`config.mk`:
```
export PLATFORM = sky130hd
export DESIGN_NAME = regfile_writeback_flat
export DESIGN_NICKNAME = d
export VERILOG_FILES = /design/src/rtl/regfile_writeback_if.sv /design/src/rtl/regfile_writeback.sv /design/src/flat_wrapper.sv
export SDC_FILE = /design/constraint.sdc
export NUM_CORES = 1
export LEC_CHECK = 0
export BUFFER_PORTS_ARGS = -buffer_cell sky130_fd_sc_hd__buf_2
export CORE_MARGIN = 2
export CORE_UTILIZATION = 45
export DETAILED_ROUTE_END_ITERATION = 8
export MAX_ROUTING_LAYER = met4
export PLACE_DENSITY = 0.66
export SLEW_MARGIN = 10
export SYNTH_ARGS = -nofsm -noshare
export SYNTH_HDL_FRONTEND = slang
export SYNTH_SLANG_ARGS = --single-unit
export TNS_END_PERCENT = 50
```
`constraint.sdc`:
```
create_clock -name Clk -period 14.49 [get_ports Clk]
set_input_delay 2.1735 -clock Clk [delete_from_list [all_inputs] [get_ports Clk]]
set_output_delay 2.1735 -clock Clk [all_outputs]
set_load 0.02 [all_outputs]
```
`src/rtl/regfile_writeback_if.sv`:
```
// regfile_writeback_if: upstream and regfile-side signals of the writeback stage
interface regfile_writeback_if #(
  parameter int PTR_W = 2
);
  logic          AluWrite;
  logic [4:0]    AluRegister;
  logic [31:0]   AluData;
  logic          LongValid;
  logic          LongReady;
  logic [4:0]    LongRegister;
  logic [31:0]   LongData;
  logic          AluStall;
  logic          RegWrite;
  logic [4:0]    WriteRegister;
  logic [31:0]   WriteData;
  logic [31:0]   Pending;
  logic [PTR_W:0] Count;
  modport master (
    output AluWrite, AluRegister, AluData, LongValid, LongRegister, LongData,
    input  LongReady, AluStall, RegWrite, WriteRegister, WriteData, Pending, Count
  );
  modport slave (
    input  AluWrite, AluRegister, AluData, LongValid, LongRegister, LongData,
    output LongReady, AluStall, RegWrite, WriteRegister, WriteData, Pending, Count
  );
endinterface

```
`src/rtl/regfile_writeback.sv`:
```
// regfile_writeback: merges ALU and queued long-latency results onto the single regfile write port
module regfile_writeback #(
  parameter int DEPTH        = 4,
  parameter int PTR_W        = 2,
  parameter int STARVE_LIMIT = 8
) (
  input logic           Clk,
  input logic           Reset,
  regfile_writeback_if.slave bus
);
  localparam int SW = $clog2(STARVE_LIMIT + 1);
  logic [4:0]       r_reg [DEPTH];
  logic [31:0]      r_data [DEPTH];
  logic [PTR_W-1:0] r_rd_ptr, r_wr_ptr;
  logic [PTR_W:0]   r_count;
  logic [SW-1:0]    r_starve;
  logic             r_stall, r_reg_write;
  logic [4:0]       r_wr_reg;
  logic [31:0]      r_wr_data;
  logic             w_push, w_alu, w_pop, w_busy, w_starved;
  logic [DEPTH-1:0] w_valid;
  logic [31:0]      w_pending;

  assign bus.LongReady = r_count != (PTR_W+1)'(DEPTH);
  assign w_push    = bus.LongValid && bus.LongReady && bus.LongRegister != 5'd0;
  assign w_alu     = !r_stall && bus.AluWrite && bus.AluRegister != 5'd0;
  assign w_busy    = r_count != '0;
  assign w_pop     = !w_alu && w_busy;
  assign w_starved = w_alu && w_busy && r_starve == SW'(STARVE_LIMIT - 1);

  // An entry is live when its distance from the read pointer is below the occupancy
  for (genvar k = 0; k < DEPTH; k++) begin : g_valid
    logic [PTR_W-1:0] w_off;
    assign w_off      = PTR_W'(k) - r_rd_ptr;
    assign w_valid[k] = {1'b0, w_off} < r_count;
  end

  // Pending mask: OR of destinations of every live entry, so duplicates keep the bit set
  always_comb begin
    w_pending = '0;
    for (int i = 0; i < DEPTH; i++) if (w_valid[i]) w_pending[r_reg[i]] = 1'b1;
  end

  // FIFO storage; not reset because liveness comes from the pointers and count
  always_ff @(posedge Clk)
    if (!Reset && w_push) begin
      r_reg[r_wr_ptr]  <= bus.LongRegister;
      r_data[r_wr_ptr] <= bus.LongData;
    end

  // Pointers, occupancy, starvation tracking and the registered write port
  always_ff @(posedge Clk)
    if (Reset) begin
      r_rd_ptr    <= '0;
      r_wr_ptr    <= '0;
      r_count     <= '0;
      r_starve    <= '0;
      r_stall     <= 1'b0;
      r_reg_write <= 1'b0;
      r_wr_reg    <= '0;
      r_wr_data   <= '0;
    end else begin
      r_rd_ptr    <= r_rd_ptr + PTR_W'(w_pop);
      r_wr_ptr    <= r_wr_ptr + PTR_W'(w_push);
      r_count     <= r_count + (PTR_W+1)'(w_push) - (PTR_W+1)'(w_pop);
      r_starve    <= (w_pop || !w_busy || w_starved) ? '0 : w_alu ? r_starve + 1'b1 : r_starve;
      r_stall     <= w_starved;
      r_reg_write <= w_alu || w_pop;
      if (w_alu) begin
        r_wr_reg  <= bus.AluRegister;
        r_wr_data <= bus.AluData;
      end else if (w_pop) begin
        r_wr_reg  <= r_reg[r_rd_ptr];
        r_wr_data <= r_data[r_rd_ptr];
      end
    end

  assign bus.AluStall      = r_stall;
  assign bus.RegWrite      = r_reg_write;
  assign bus.WriteRegister = r_wr_reg;
  assign bus.WriteData     = r_wr_data;
  assign bus.Pending       = w_pending;
  assign bus.Count         = r_count;
endmodule

```
`src/flat_wrapper.sv`:
```
// flat-port wrapper written by rule: the top's interface ports become plain ports
module regfile_writeback_flat 
#(
  parameter int DEPTH        = 4,
  parameter int PTR_W        = 2,
  parameter int STARVE_LIMIT = 8
)
  (Clk, Reset, bus_AluWrite, bus_AluRegister, bus_AluData, bus_LongValid, bus_LongRegister, bus_LongData, bus_LongReady, bus_AluStall, bus_RegWrite, bus_WriteRegister, bus_WriteData, bus_Pending, bus_Count);
  regfile_writeback_if #(.PTR_W(PTR_W)) bus_i ();
  input logic Clk;
  input logic Reset;
  input wire logic [$bits(bus_i.AluWrite)-1:0] bus_AluWrite;
  input wire logic [$bits(bus_i.AluRegister)-1:0] bus_AluRegister;
  input wire logic [$bits(bus_i.AluData)-1:0] bus_AluData;
  input wire logic [$bits(bus_i.LongValid)-1:0] bus_LongValid;
  input wire logic [$bits(bus_i.LongRegister)-1:0] bus_LongRegister;
  input wire logic [$bits(bus_i.LongData)-1:0] bus_LongData;
  output wire logic [$bits(bus_i.LongReady)-1:0] bus_LongReady;
  output wire logic [$bits(bus_i.AluStall)-1:0] bus_AluStall;
  output wire logic [$bits(bus_i.RegWrite)-1:0] bus_RegWrite;
  output wire logic [$bits(bus_i.WriteRegister)-1:0] bus_WriteRegister;
  output wire logic [$bits(bus_i.WriteData)-1:0] bus_WriteData;
  output wire logic [$bits(bus_i.Pending)-1:0] bus_Pending;
  output wire logic [$bits(bus_i.Count)-1:0] bus_Count;
  assign bus_i.AluWrite = bus_AluWrite;
  assign bus_i.AluRegister = bus_AluRegister;
  assign bus_i.AluData = bus_AluData;
  assign bus_i.LongValid = bus_LongValid;
  assign bus_i.LongRegister = bus_LongRegister;
  assign bus_i.LongData = bus_LongData;
  assign bus_LongReady = bus_i.LongReady;
  assign bus_AluStall = bus_i.AluStall;
  assign bus_RegWrite = bus_i.RegWrite;
  assign bus_WriteRegister = bus_i.WriteRegister;
  assign bus_WriteData = bus_i.WriteData;
  assign bus_Pending = bus_i.Pending;
  assign bus_Count = bus_i.Count;
  regfile_writeback #(.DEPTH(DEPTH), .PTR_W(PTR_W), .STARVE_LIMIT(STARVE_LIMIT)) u_core (.Clk(Clk), .Reset(Reset), .bus(bus_i));
endmodule
```
==> results.md <==
- Worst path arrival time: ~3.7 ns
- Routing usage on met3: 0.0486
- Largest net degree at the start of global routing: between 50 and 60
- CTS Buf Count: 17
- Mux cell area share after synthesis: 0.0947
- Post-cts sizing count: 0
- Fin crit share: 0.403
- Sequential share of the synthesized area: 0.602
- Fmax achieved: ~0.17 GHz
- Max IR drop VDD: 0.000113 V
- Post-CTS Repair Setup Buffers: 0
- Syn avg cell area: 14.0 µm²
- Most common cell after layout, fill and taps aside: buf_2
- Total wire length: 23400 µm
- Unrepaired setup endpoints after global routing: no
- Finished Layout Cells: 1064
- Detailed Place HPWL: 15700 µm
- Final Skew: 0.00833 ns
- Area share of xor/xnor cells in the synthesized design: 0.00678
- Adder-Cell Fraction of Synth Area: 0.0147
- Worst Path Required: 12.32 ns
- Hold Crit Class: register to register
- Power per cell area: 162 nW/µm²
- Total core area: between 15000 and 20000 µm²
- Die W: 146 µm
- Area grow syn2layout: 17.3%
- Syn_nets: 732
- Most frequent cells in the layout: buf_2, edfxtp_1, nand2_1, nor2_1, dfxtp_1
- Global-route met2 utilization: 0.366
- Synth area leader: edfxtp_1
- Share of cells above drive strength 1: 0.347
- Area contributors post-synth: edfxtp_1, dfxtp_1, mux4_2, nand2_1, nor2_1
- # clock sinks: 198
- Max-slew violations: 0
- Initial DRT Pass Iterations: 5
- Synth Area in Simple Gates: 0.0970
- DR vias/cell: 5.82
- Routed Antenna Nets: 0
- Setup_tns: 0 ns
- H-tree depth: 4
- DP Area: 9990 µm²
- Starting Density: 0.461
- Seq cells post-synth: 198
- GR Overflow Total: 0
- Fin area: ~11000 µm²
- Slew @ Worst Pin: ~1.2 ns
- Via count: 6190
- Max-cap violations: 0
- Crit Path Class: register to primary output
- Final Hold Fails: 0
- Initial antenna violation count: 2
- Final Util: 0.541
- CTS root buffer: clkbuf_16
- Gr usage total: 0.229
- Yosys top cell area share: 0.492
- Most common flop cell mapped by yosys: edfxtp_1
- Met1 GRT Util: 0.297
- CP startpoint kind: register
- IO buf count: around 150
- Total power: roughly 1700 µW
- Placed Cells incl. Taps: 1028
- Post-layout minimum cycle time: between 5 and 6 ns
- Async S/R FF share, synth: 0
- CTS clk-pin slew, worst paths: 0.07 ns
- Post-synthesis cell area: 9040 µm²
- Setup violations, final: 0
- CTS tree: built
- Max reg flops: around 130
- Post-synth EDFFs: ~150
- CP endpoint kind: primary output
- Mapped Cells: 644
- Remaining DRCs: 0
- Routed WL per cell: 22.0 µm
- Yosys warning total: 0
- Die ar.: 21200 µm²
- Post-synth cell types: slightly below 60
- Final Wtd Congestion: 0.875
- Busiest grt layer: met2
- Hold-fix buffers at CTS: 0
- Initial DRC Count: 530
- Longest Clk Path Bufs: 2
- Nets: 870
- First-pass GRT wire length: 36200 µm
- Status: completed
- Synth Area in Compound Gates: 0.151
- Cell leakage power: between 0.003 and 0.004 µW
- Vias in the first global route: about 6300
- Die Height: about 150 µm
- Largest fanout on the critical path: 41
- Io pins: 153
- Clock Latency Late Sink: about 0.43 ns
- Largest family of logic cells by synthesized area: compound AO/OA/AOI/OAI gates
- Rel. slew slack: 0.199
- # rows: 51
[cell type report]
cell class              count  area [µm²]
fillers                  1645        8990
flip-flops and latches    198        5450
multi-input cells         388        3320
repair buffers            159         813
clock buffers              18         439
well taps                 265         332
clock inverters            14         168
inverters                  18        67.6
diodes                      4        10.0
[worst max-delay path: stages, from the launching register on]
cell,delay (ns)
dfxtp_2,1.06
xor2_1,0.25
inv_1,0.07
ha_1,0.29
and2b_1,0.25
a2111oi_4,0.75
a22oi_1,0.21
o221ai_1,0.14
buf_2,0.23
[cell families (layout without fill, tap and decap cells)]
kind of cell    count (synthesis)  in the layout
other cells                     0              4
xor+xnor                        7              7
fa+ha+maj                      10             10
mux                            39             39
compound gates                156            156
flops                         198            198
simple gates                  176            176
buf+inv                        58            209
[layer usage]
layer / routed length (µm) / vias to the layer above
met5: 0 / -
met4: 337 / 0
met3: 1330 / 27
met2: 11500 / 221
met1: 10200 / 3118
li1: - / 2824
[report_power, final]
| part | total, µW | internal (µW) | switching, µW |
|---|---|---|---|
| sequential | 734 | 663 | 70.4 |
| clock | 479 | 264 | 215 |
| combinational | 504 | 199 | 305 |
[path summary, 6_finish.rpt]
path	from	to	slack (ns)	depth (start not counted)
min reg2reg	u_core.r_starve[0]	u_core.r_starve[0]	0.47	1
min	u_core.r_starve[0]	u_core.r_starve[0]	0.47	1
max reg2reg	u_core.bus.AluStall	u_core.bus.Count[2]	11.32	11
max	u_core.r_rd_ptr[1]	bus_Pending[0]	8.65	8
[synth_stat cells, types with 11 or more instances]
master,count
a22oi_1,17
nor2_1,51
dfxtp_1,50
clkbuf_1,17
nand2_1,57
a211oi_2,11
a21oi_1,25
a211oi_1,25
edfxtp_1,148
inv_1,18
o221ai_1,13
o211ai_1,14
mux4_2,37
a21oi_2,11
[per-stage QoR]
step	worst slack (ns)	hold slack, ns
6_report	8.65	0.468
2_1_floorplan	7.54	0.418
3_5_place_dp	9.06	0.458
3_3_place_gp	8.96	0.427
5_1_grt	8.42	0.504
4_1_cts	8.59	0.475
Power figures use the tool's default switching activity.
